[src/rtl/scu_isa_pkg.sv]
// SCU instruction set: opcode values, field positions, operand-usage decode and the issued bundle.
package scu_isa_pkg;

  localparam int INSTR_W  = 32;
  localparam int REG_AW   = 6;
  localparam int NUM_REGS = 64;

  localparam int OP_LSB = 28;
  localparam int RD_LSB = 22;
  localparam int RS_LSB = 16;
  localparam int RT_LSB = 10;

  typedef logic [3:0] opcode_t;

  localparam opcode_t OP_NOP  = 4'h0;
  localparam opcode_t OP_ST   = 4'h3;
  localparam opcode_t OP_ADD  = 4'h4;
  localparam opcode_t OP_INC  = 4'h5;
  localparam opcode_t OP_NEG  = 4'h6;
  localparam opcode_t OP_SUB  = 4'h7;
  localparam opcode_t OP_J    = 4'h8;
  localparam opcode_t OP_BRZ  = 4'h9;
  localparam opcode_t OP_JM   = 4'hA;
  localparam opcode_t OP_BRN  = 4'hB;
  localparam opcode_t OP_LD   = 4'hE;
  localparam opcode_t OP_SVPC = 4'hF;

  typedef struct packed {
    opcode_t             opcode;
    logic [REG_AW-1:0]   rd;
    logic [REG_AW-1:0]   rs;
    logic [REG_AW-1:0]   rt;
    logic                regwrt;
  } bundle_t;

  function automatic logic writes_rd(input opcode_t op);
    case (op)
      OP_SVPC, OP_LD, OP_ADD, OP_INC, OP_NEG, OP_SUB: writes_rd = 1'b1;
      default:                                        writes_rd = 1'b0;
    endcase
  endfunction

  function automatic logic uses_rs(input opcode_t op);
    case (op)
      OP_LD, OP_ST, OP_ADD, OP_INC, OP_NEG, OP_SUB,
      OP_J, OP_BRZ, OP_JM, OP_BRN: uses_rs = 1'b1;
      default:                     uses_rs = 1'b0;
    endcase
  endfunction

  function automatic logic uses_rt(input opcode_t op);
    case (op)
      OP_ST, OP_ADD, OP_SUB: uses_rt = 1'b1;
      default:               uses_rt = 1'b0;
    endcase
  endfunction

endpackage

[src/rtl/decode_scoreboard.sv]
// Per-register pending-write bits; set on issue, cleared by writeback or by killing the issued slot.
// SCOREBOARD_WB_BYPASS_EN: a same-cycle writeback hides the pend bit from the hazard lookups.
module decode_scoreboard
  import scu_isa_pkg::*;
#(
  parameter int REG_AW   = 6,
  parameter int NUM_REGS = 64
) (
  input  logic              clk,
  input  logic              rst_n,
  input  logic              set_en,
  input  logic [REG_AW-1:0] set_reg,
  input  logic              clr_en,
  input  logic [REG_AW-1:0] clr_reg,
  input  logic              kill_en,
  input  logic [REG_AW-1:0] kill_reg,
  input  logic [REG_AW-1:0] rs_reg,
  input  logic [REG_AW-1:0] rt_reg,
  input  logic [REG_AW-1:0] rd_reg,
  output logic              rs_pend,
  output logic              rt_pend,
  output logic              rd_pend
);

  logic [NUM_REGS-1:0] pend;
  logic [NUM_REGS-1:0] pend_nxt;
  logic [NUM_REGS-1:0] wb_mask;
  logic [NUM_REGS-1:0] pend_view;

  always_comb begin
    wb_mask = '0;
    if (clr_en) wb_mask[clr_reg] = 1'b1;
  end

`ifdef SCOREBOARD_WB_BYPASS_EN
  // The register file writes and reads on the same edge, so a retiring write needs no wait.
  assign pend_view = pend & ~wb_mask;
`else
  assign pend_view = pend;
`endif

  assign rs_pend = pend_view[rs_reg];
  assign rt_pend = pend_view[rt_reg];
  assign rd_pend = pend_view[rd_reg];

  always_comb begin
    pend_nxt = pend & ~wb_mask;
    if (kill_en) pend_nxt[kill_reg] = 1'b0;
    // A new issue to the same register outranks the retiring write.
    if (set_en)  pend_nxt[set_reg]  = 1'b1;
  end

  always_ff @(posedge clk or negedge rst_n) begin
    if (!rst_n) pend <= '0;
    else        pend <= pend_nxt;
  end

endmodule

[src/rtl/decode_issue_stage.sv]
// Decode and issue with scoreboard hazard stall; one registered output slot (latency 1 cycle).
// Intake stalls on hazard, flush, or a full slot that is not being consumed.
module decode_issue_stage
  import scu_isa_pkg::*;
#(
  parameter int INSTR_W  = 32,
  parameter int REG_AW   = 6,
  parameter int NUM_REGS = 64
) (
  input  logic               clk,
  input  logic               rst_n,
  input  logic               in_valid,
  output logic               in_ready,
  input  logic [INSTR_W-1:0] in_instr,
  output logic               out_valid,
  input  logic               out_ready,
  output logic [3:0]         out_opcode,
  output logic [REG_AW-1:0]  out_rd,
  output logic [REG_AW-1:0]  out_rs,
  output logic [REG_AW-1:0]  out_rt,
  output logic               out_regwrt,
  input  logic               wb_valid,
  input  logic [REG_AW-1:0]  wb_rd,
  input  logic               flush
);

  bundle_t           dec;
  bundle_t           slot;
  logic [RT_LSB-1:0] unused_imm;
  logic              dec_rs_use;
  logic              dec_rt_use;
  logic              rs_pend;
  logic              rt_pend;
  logic              rd_pend;
  logic              hazard;
  logic              accept;
  logic              kill;

  assign dec.opcode = in_instr[OP_LSB +: 4];
  assign dec.rd     = in_instr[RD_LSB +: REG_AW];
  assign dec.rs     = in_instr[RS_LSB +: REG_AW];
  assign dec.rt     = in_instr[RT_LSB +: REG_AW];
  assign dec.regwrt = writes_rd(dec.opcode);
  assign dec_rs_use = uses_rs(dec.opcode);
  assign dec_rt_use = uses_rt(dec.opcode);
  assign unused_imm = in_instr[RT_LSB-1:0];

  // Only a slot that is not leaving this cycle can be killed; a consumed one keeps its pend bit.
  assign kill = flush & out_valid & ~out_ready & slot.regwrt;

  decode_scoreboard #(
    .REG_AW   (REG_AW),
    .NUM_REGS (NUM_REGS)
  ) u_scoreboard (
    .clk      (clk),
    .rst_n    (rst_n),
    .set_en   (accept & dec.regwrt),
    .set_reg  (dec.rd),
    .clr_en   (wb_valid),
    .clr_reg  (wb_rd),
    .kill_en  (kill),
    .kill_reg (slot.rd),
    .rs_reg   (dec.rs),
    .rt_reg   (dec.rt),
    .rd_reg   (dec.rd),
    .rs_pend  (rs_pend),
    .rt_pend  (rt_pend),
    .rd_pend  (rd_pend)
  );

  assign hazard   = (dec_rs_use & rs_pend) | (dec_rt_use & rt_pend) | (dec.regwrt & rd_pend);
  assign in_ready = rst_n & ~flush & ~hazard & (~out_valid | out_ready);
  assign accept   = in_valid & in_ready;

  always_ff @(posedge clk or negedge rst_n) begin
    if (!rst_n) begin
      out_valid <= 1'b0;
      slot      <= '0;
    end else if (accept) begin
      out_valid <= 1'b1;
      slot      <= dec;
    end else if (flush || out_ready) begin
      out_valid <= 1'b0;
    end
  end

  assign out_opcode = slot.opcode;
  assign out_rd     = slot.rd;
  assign out_rs     = slot.rs;
  assign out_rt     = slot.rt;
  assign out_regwrt = slot.regwrt;

endmodule

[config.mk]
export PLATFORM = sky130hd
export DESIGN_NAME = decode_issue_stage
export DESIGN_NICKNAME = d
export VERILOG_FILES = /design/src/rtl/scu_isa_pkg.sv /design/src/rtl/decode_scoreboard.sv /design/src/rtl/decode_issue_stage.sv
export SDC_FILE = /design/constraint.sdc
export NUM_CORES = 1
export LEC_CHECK = 0
export ABC_CLOCK_PERIOD_IN_PS = 9100
export CORE_MARGIN = 5
export CORE_UTILIZATION = 55
export DETAILED_ROUTE_END_ITERATION = 12
export PLACE_DENSITY = 0.79
export SLEW_MARGIN = 15
export SYNTH_ARGS = -nofsm -noshare
export SYNTH_HDL_FRONTEND = slang
export SYNTH_SLANG_ARGS = --single-unit
export TNS_END_PERCENT = 20
[constraint.sdc]
create_clock -name clk -period 9.1 [get_ports clk]
set_input_delay 1.365 -clock clk [delete_from_list [all_inputs] [get_ports clk]]
set_output_delay 1.365 -clock clk [all_outputs]
set_load 0.02 [all_outputs]
==> results of run 1 <==
synthesized netlist by cell type (6+ instances only):
library cell / instances
mux4_2: 27
a21oi_1: 10
inv_1: 6
o31ai_1: 16
nand2_1: 38
nand2b_1: 6
clkbuf_1: 21
buf_6: 6
mux2i_1: 26
o221ai_1: 62
o21ai_0: 54
a22oi_1: 10
nand3b_1: 8
buf_1: 7
or3b_2: 6
mux2_2: 29
nor2_1: 19
nor2b_1: 16
dfrtp_1: 88
nand3_1: 24
metal layers:
metal | routed length (um) | track usage [%]
met4 | 1050 | 18.9
met3 | 3390 | 11.0
met1 | 8210 | 48.5
met5 | 0 | 0
met2 | 9400 | 49.0
cell usage in the layout (no fill, tap or decap), drive strengths merged, types with 3 or more instances in the layout:
| cell | netlist | layout |
|---|---|---|
| a221oi | 5 | 5 |
| clkdlybuf4s50 | 0 | 57 |
| a2111oi | 4 | 4 |
| or3b | 6 | 6 |
| mux2i | 26 | 26 |
| and3b | 5 | 5 |
| or2 | 3 | 3 |
| mux4 | 27 | 27 |
| dfrtp | 88 | 88 |
| nand3b | 8 | 8 |
| o22ai | 3 | 3 |
| a22oi | 10 | 10 |
| nand4b | 4 | 4 |
| nand2b | 6 | 6 |
| nor2 | 19 | 19 |
| clkbuf | 21 | 10 |
| o211ai | 4 | 4 |
| inv | 6 | 6 |
| nand3 | 24 | 24 |
| nand2 | 39 | 39 |
| nor2b | 16 | 16 |
| nand4 | 4 | 4 |
| a21oi | 10 | 10 |
| buf | 17 | 7 |
| o31ai | 16 | 16 |
| and2 | 3 | 3 |
| mux2 | 31 | 31 |
| clkinv | 1 | 5 |
| or3 | 5 | 5 |
| o21ai | 54 | 54 |
| o22a | 3 | 3 |
| and3 | 4 | 4 |
| o221ai | 62 | 62 |
worst max-delay path, cell delays in order:
cell             delay (ps)
clkdlybuf4s50_1         470
buf_4                   280
mux4_2                  530
nor2b_1                 150
a2111oi_0               770
nor4_1                  210
a311o_1                 360
nor4_4                  540
clkdlybuf4s50_1         730
final timing paths:
path / from / endpoint / slack, ps / cells after the start
setup / recovery: in_instr[10] / in_ready / 2310 / 9
hold / removal: out_rt[0]$_DFFE_PN0P_ / out_rt[0]$_DFFE_PN0P_ / 510 / 1
setup reg to reg: u_scoreboard.pend[39]$_DFF_PN0_ / u_scoreboard.pend[4]$_DFF_PN0_ / 4820 / 8
hold reg to reg: out_rt[0]$_DFFE_PN0P_ / out_rt[0]$_DFFE_PN0P_ / 510 / 1
max in group asynchronous: rst_n / u_scoreboard.pend[10]$_DFF_PN0_ / 7120 / 2
min in group asynchronous: rst_n / out_rd[1]$_DFFE_PN0P_ / 940 / 1
flip-flops by register name, summed over array words and instances, names as in the netlist:
name               count
u_scoreboard.pend     64
out_regwrt             1
out_valid              1
out_opcode             4
out_rd                 6
out_rt                 6
out_rs                 6
area by class of cell:
type | count | area, sq um
Clock buffer | 10 | 138
Clock inverter | 6 | 68.8
Fill cell | 855 | 3710
Inverter | 7 | 26.3
Multi-Input combinational cell | 425 | 3430
Sequential cell | 88 | 2200
Tap cell | 136 | 170
Timing Repair Buffer | 64 | 623
metrics by stage:
step	total power (W)	hold WS (ps)	std cells
2_1_floorplan	0.000629	520	558
3_3_place_gp	0.000758	482	720
3_5_place_dp	0.000766	494	720
4_1_cts	0.00105	513	736
5_1_grt	0.00109	524	736
6_report	0.00106	509	736
power by group through the flow:
stage | clock network, W | registers [W] | logic [W]
after floorplan | 0 | 0.000494 | 0.000135
final | 0.000294 | 0.000480 | 0.000285
after CTS | 0.000295 | 0.000477 | 0.000282
after detailed placement | 0 | 0.000484 | 0.000281
after global placement | 0 | 0.000482 | 0.000276
after global routing | 0.000310 | 0.000483 | 0.000300
cell families (layout without fill, tap and decap cells):
| family | Yosys count | after routing |
|---|---|---|
| muxes | 84 | 84 |
| xor gates and xnor gates | 2 | 2 |
| buffers and inverters | 45 | 87 |
| AOI/OAI and AO/OA | 185 | 185 |
| and+or+nand+nor | 154 | 154 |
| DFF | 88 | 88 |
==> results.md, run 1 <==
* Antenna violations before repair at 0
* Final hold violation count at 0
* Final worst-path cycle share at 74.6%
* Part of the power in registers at 45.3%
* Sink Count at 88
* Final ANT Viol Nets at 0
* Synth Warn # at 0
* DRC viols at 0
* Post-Syn Nets at 602
* Placed cell areas at 6450 sq um
* Static Leak at 2.53 nW
* Post-Syn Instances at 558
* Core Util, Final at 64.2%
* Sequential share of the synthesized area at 37.6%
* Input/output buffers at 58
* Gate power share at 26.9%
* Vias in the first global route at 5545
* Postcts setup bufs at 0
* Share of layout cells above drive strength 1 at 15.3%
* Die span in y at 113 um
* Data required, critical path at 7740 ps
* Largest net degree at the start of global routing at 47
* Post-CTS Resized at 0
* DP Worst Slack at 2420 ps
* DR vias at 5637
* Setup-failing EPs final at 0
* Row count at 37
* Status: finished clean
* Drt total wl at 22000 um
* Synth top area cells: dfrtp_1 (38%), mux4_2 (10%), o221ai_1 (9.3%), mux2_2 (5.6%), o21ai_0 (4.6%)
* Clock Latency Late Sink at 400 ps
* Startpoint types: primary input
* Inserted Clock Buffers at 9
* Post-synth EDFFs at 0
* Synth Cell Area at 5850 sq um
* Area of the die at 12800 sq um
* Root buf cell: clkbuf_8
* HP Class: register to register
* Critical path type: primary input to output port
* Max-Cap Viols at 0
* Post-layout nets at 639
* Crit. End Element: output port
* Yosys reg bits at 88
* Final min period at 6790 ps
* Net Sw Power at 0.000369 W
* TritonCTS clock tree: yes
* Slew Limit Fails at 0
* Worst Tran Pin Value at 964 ps
* Synth-to-Final Area Change at 13.8%
* Maximum root-to-sink buffer count at 2
* First-pass GRT wire length at 33500 um
* Setup WS post-layout at 2310 ps
* Vias per cell at 7.66
* Pwr dens at 159 nW/um^2
* Synth Area in XOR/XNOR at 0.299%
* Switching Share at 34.9%
* RSZ-0062 raised after global routing: no
* Total gr overflow at 0
* Reg clk slew, reported paths at 90 ps
* Main combinational cell family by area after synthesis: compound AO/OA/AOI/OAI gates
* Synth Area in Compound Gates at 22.7%
* Ports at 69
* Drt first-iter violations at 888
* TritonRoute pass-1 iters at 6
* Dpl hpwl at 14900 um
* Final Skew at 13.2 ps
* Fmax at 0.147 GHz
* Initial Utilization at 56.5%
* Internal power at 0.000690 W
* Core area at 10400 sq um
* Leading area contributor after synthesis: dfrtp_1
* Share of the synthesized area in the top cell type at 37.6%
* Max VDD drop at 0.000100 V
* Synth Flop Type: dfrtp_1
* Routed len/inst at 30.0 um
* Final Cell Area at 6660 sq um
* Simple-gate portion of the synthesized area at 14.7%
* Slew margin rel. at 35.5%
* H-tree Lvls at 3
* Netlist cell types at 55
* Ant diodes at 0
* Synth Area in Adders at 0%
* Clk pwr share at 27.8%
* Die width at 113 um
* Mux share of post-synthesis cell area at 20.9%
* Placer Congestion at 0.959
* Hold-fix buffers, CTS at 0
* GR Util All Layers at 35.1%
* CP Data Arrival Time at 5420 ps
* Asr flop ratio synth at 100%
* Syn avg cell area at 10.5 sq um
* Setup TNS Final at 0 ps
* Worst Path Max Fanout at 15
No activity file was read; power rests on OpenSTA's default activity.
==> run 2: changes to the inputs <==
ABC_CLOCK_PERIOD_IN_PS = 5800   (was 9100)
CORE_UTILIZATION = 51   (was 55)
PLACE_DENSITY = 0.77   (was 0.79)
clock period = 5.8 ns   (was 9.1 ns; I/O delays follow)
==> results.md, run 2 (synthesis results as in run 1) <==
* Hold-fix buffers, CTS at 0
* Post-layout nets at 646
* Die width at 117 um
* Status: finished clean
* Ant diodes at 0
* Dpl hpwl at 15200 um
* Final min period at 5260 ps
* Sink Count at 88
* Final std cells w/o fill at 748
* Min Hold Slack at 493 ps
* Worst Path Max Fanout at 10
* Critical path type: primary input to output port
* Antenna violations before repair at 0
* Root buf cell: clkbuf_16
* Slew margin rel. at 39.9%
* GR Util All Layers at 33.5%
* Fmax at 0.190 GHz
* DRC viols at 0
* Vias per cell at 7.67
* H-tree Lvls at 3
* Pwr dens at 257 nW/um^2
* CP Data Arrival Time at 4390 ps
* Initial Utilization at 51.7%
* Vias in the first global route at 5488
* First-pass GRT wire length at 33100 um
* Startpoint types: primary input
* Ports at 69
* Largest register by flop count: u_scoreboard.pend
* Area of the die at 13700 sq um
* Row count at 39
* Final hold violation count at 0
* Final ANT Viol Nets at 0
* Largest net degree at the start of global routing at 48
* Maximum root-to-sink buffer count at 2
* DP Worst Slack at 625 ps
* Routed len/inst at 29.8 um
* Input/output buffers at 58
* DR vias at 5737
* Setup WS post-layout at 543 ps
* Total gr overflow at 0
* Die span in y at 117 um
* Placer Congestion at 1.04
* Share of layout cells above drive strength 1 at 16.0%
* Synth-to-Final Area Change at 15.8%
* Setup TNS Final at 0 ps
* Placed Instances at 734
* Post-CTS Resized at 0
* Drt first-iter violations at 921
* Final worst-path cycle share at 90.6%
* Commonest non-fill, non-tap cells in the layout: dfrtp_1 (88), o221ai_1 (62), clkdlybuf4s50_1 (57)
* HP Class: register to register
* Slew Limit Fails at 0
* Drt total wl at 22300 um
* Most common library cell in the layout ignoring fill and taps: dfrtp_1
* Crit. End Element: output port
* Max VDD drop at 0.000206 V
* Core area at 11300 sq um
* Reg clk slew, reported paths at 60 ps
* Setup-failing EPs final at 0
* RSZ-0062 raised after global routing: no
* Static Leak at 2.59 nW
* Max-Cap Viols at 0
* TritonRoute pass-1 iters at 7
* Final Skew at 8.61 ps
* TritonCTS clock tree: yes
* Worst Tran Pin Value at 898 ps
* Largest register FFs at 64
* Inserted Clock Buffers at 9
* Postcts setup bufs at 0
* Clock Latency Late Sink at 350 ps
* Data required, critical path at 4930 ps
## run 2: worst max-delay path, cell delays in order
cell	delay (ps)
clkdlybuf4s50_1	820
buf_4	330
mux4_2	320
nor2b_1	170
a2111oi_0	470
nor4_1	130
a311o_1	340
nor4_4	270
clkdlybuf4s50_1	660
## run 2: report_power, final
part | internal, W | leakage, nW | switching (W)
logic | 0.000202 | 1.29 | 0.000250
registers | 0.000671 | 1.18 | 0.0000827
clock network | 0.000295 | 0.130 | 0.000244
## run 2: metal layers
layer / vias to the layer above / track usage [%] / wire (um) / share of wire [%]
met4: 0 / 20.9 / 1510 / 6.8
met5: - / 0 / 0 / 0
met3: 114 / 13.3 / 3590 / 16
met2: 557 / 45.9 / 9060 / 41
li1: 2347 / - / - / -
met1: 2719 / 44.1 / 8170 / 37
## run 2: path summary, 6_finish.rpt
kind | startpoint | to | slack [ps] | cells after the start
worst max register to register | u_scoreboard.pend[32]$_DFF_PN0_ | out_opcode[1]$_DFFE_PN0P_ | 2000 | 9
worst min-delay path | out_opcode[2]$_DFFE_PN0P_ | out_opcode[2]$_DFFE_PN0P_ | 490 | 1
worst min register to register | out_opcode[2]$_DFFE_PN0P_ | out_opcode[2]$_DFFE_PN0P_ | 490 | 1
max in group asynchronous | rst_n | u_scoreboard.pend[6]$_DFF_PN0_ | 4270 | 2
worst max-delay path | in_instr[11] | in_ready | 540 | 9
min in group asynchronous | rst_n | out_rd[2]$_DFFE_PN0P_ | 510 | 1
## run 2: cell type report
cell class	instances	area, sq um
inverters	7	26.3
clock inverters	4	22.5
flip-flops and latches	88	2200
repair buffers	71	676
fillers	959	4540
well taps	143	179
clock buffers	10	239
multi-input cells	425	3430
## run 2: per-stage QoR
stage	utilization [%]	total power, W	instance area [sq um]
after global routing	59.9	0.00180	6780
final	59.9	0.00175	6780
after CTS	59.9	0.00173	6780
after floorplan	-	0.000987	5850
after detailed placement	57.6	0.00120	6520
after global placement	57.6	0.00120	6520
==> run 3: changes to the inputs <==
CORE_MARGIN = not set   (was 5)
CORE_UTILIZATION = 55   (was 51)
DONT_BUFFER_PORTS = 1   (was not set)
PLACE_DENSITY = 0.73   (was 0.77)
==> results.md, run 3 (synthesis results as in run 1) <==
* Placed Instances at 657
* Largest net degree at the start of global routing at 90
* Min Hold Slack at 163 ps
* Share of layout cells above drive strength 1 at 16.0%
* Root buf cell: clkbuf_8
* Final min period at 4170 ps
* Gate power share at 13.9%
* Final std cells w/o fill at 673
* TritonRoute pass-1 iters at 8
* Slew margin rel. at 40.3%
* Placer Congestion at 1.02
* Sink Count at 88
* Ports at 69
* Reg2Reg Depth at 8
* Maximum root-to-sink buffer count at 2
* Most common library cell in the layout ignoring fill and taps: dfrtp_1
* Setup TNS Final at 0 ps
* Reg2reg start: u_scoreboard.pend[39]$_DFF_PN0_
* H-tree Lvls at 3
* Hold-fix buffers, CTS at 0
* Input/output buffers at 0
* TritonCTS clock tree: yes
* Max VDD drop at 0.000154 V
* Inserted Clock Buffers at 9
* Final hold violation count at 0
* Area of the die at 11100 sq um
* Reg clk slew, reported paths at 90 ps
* Pwr Total at 0.00155 W
* Initial Utilization at 56.7%
* Critical path type: primary input to output port
* DRC viols at 0
* Slew Limit Fails at 0
* Antenna violations before repair at 0
* Setup-failing EPs final at 0
* Worst Tran Pin Value at 873 ps
* Post-CTS Resized at 0
* Ant diodes at 0
* Worst R2R End: u_scoreboard.pend[3]$_DFF_PN0_
* HP Class: primary input to asynchronous set/reset pin
* RSZ-0062 raised after global routing: no
* Synth-to-Final Area Change at 3.91%
* Filler cell count at 886
* Crit. End Element: output port
* Startpoint types: primary input
* Die width at 105 um
* GR Util All Layers at 38.8%
* Postcts setup bufs at 0
* Largest register by flop count: u_scoreboard.pend
* Flip-flop and latch area at 2200 sq um
* First-pass GRT wire length at 31300 um
* Clk pwr share at 33.9%
* Die span in y at 105 um
* Pwr dens at 255 nW/um^2
* Drt first-iter violations at 860
* Final Skew at 9.38 ps
* Critical Path Source: in_instr[10]
* Core area at 10300 sq um
* Fmax at 0.240 GHz
* Area of the multi-input gates at 3430 sq um
* Largest register FFs at 64
* Post-layout nets at 576
* Part of the power in registers at 52.1%
* Vias in the first global route at 5233
* Static Leak at 2.30 nW
* Vias per cell at 8.08
* Net Sw Power at 0.000491 W
* Max-Cap Viols at 0
* Row count at 37
* Critical path endpoint: in_ready
* DR vias at 5436
* Drt total wl at 20600 um
* Data required, critical path at 4930 ps
* Total gr overflow at 0
* Final ANT Viol Nets at 0
* Commonest non-fill, non-tap cells in the layout: dfrtp_1 (88), o221ai_1 (62), o21ai_0 (54)
* Internal power at 0.00106 W
* Clock Latency Late Sink at 390 ps
* Worst Path Max Fanout at 15
* Status: finished clean
* Dpl hpwl at 13700 um
* Routed len/inst at 30.5 um
* Switching Share at 31.6%
* Reg2Reg Setup Slack at 2000 ps
* Final worst-path cycle share at 71.8%
* CP Data Arrival Time at 3300 ps
[run 3: changes by cell type in the layout (fill, tap and decap cells not counted)]
cell	delta
bufinv_16	+3
clkbuf_8	+8
buf_4	-13
clkbuf_16	-9
clkinv_2	-2
clkinv_4	+2
clkdlybuf4s50_1	-57
[run 3: per-stage QoR]
stage	area (sq um)	util [%]	worst slack, ps
floorplan	5850	-	1800
global placement	5840	56.6	1820
detailed placement	5840	56.6	1800
CTS	6080	58.9	1860
global route	6080	58.9	1690
finish	6080	58.9	1630
[run 3: per-layer routing]
layer,global-route usage (%),vias to the layer above,routed length [um]
li1,-,2203,-
met1,49.8,2623,7260
met2,55.6,524,8770
met3,15.7,86,3530
met4,21.2,0,1010
met5,0,-,0
[run 3: worst max-delay path: stages]
cell       delay [ps]
mux4_2            470
nor2b_1           140
a2111oi_0         770
nor4_1            180
a311o_1           350
nor4_4            250
buf_4             250
[run 3: worst min-delay path by stage]
stage	start	to	slack (ps)	depth (start not counted)
after floorplan	u_scoreboard.pend[42]$_DFF_PN0_	u_scoreboard.pend[42]$_DFF_PN0_	520	2
after global placement	u_scoreboard.pend[42]$_DFF_PN0_	u_scoreboard.pend[42]$_DFF_PN0_	570	2
after detailed placement	rst_n	out_rd[1]$_DFFE_PN0P_	580	0
after CTS	rst_n	out_rd[1]$_DFFE_PN0P_	160	0
after global routing	rst_n	u_scoreboard.pend[45]$_DFF_PN0_	160	0
final	rst_n	u_scoreboard.pend[63]$_DFF_PN0_	160	0
[run 3: area by class of cell]
| class | instances | area share (%) |
|---|---|---|
| multi-input cells | 425 | 56.4 |
| flip-flops and latches | 88 | 36.2 |
| well taps | 136 | 2.80 |
| clock buffers | 9 | 2.04 |
| clock inverters | 7 | 1.97 |
| inverters | 7 | 0.432 |
| repair buffers | 1 | 0.123 |
[run 3: power by group through the flow]
stage	clock network (W)	registers, W	logic (W)
3_3_place_gp	0	0.000815	0.000203
5_1_grt	0.000551	0.000816	0.000233
4_1_cts	0.000524	0.000805	0.000211
3_5_place_dp	0	0.000817	0.000209
6_report	0.000527	0.000809	0.000216
2_1_floorplan	0	0.000775	0.000212
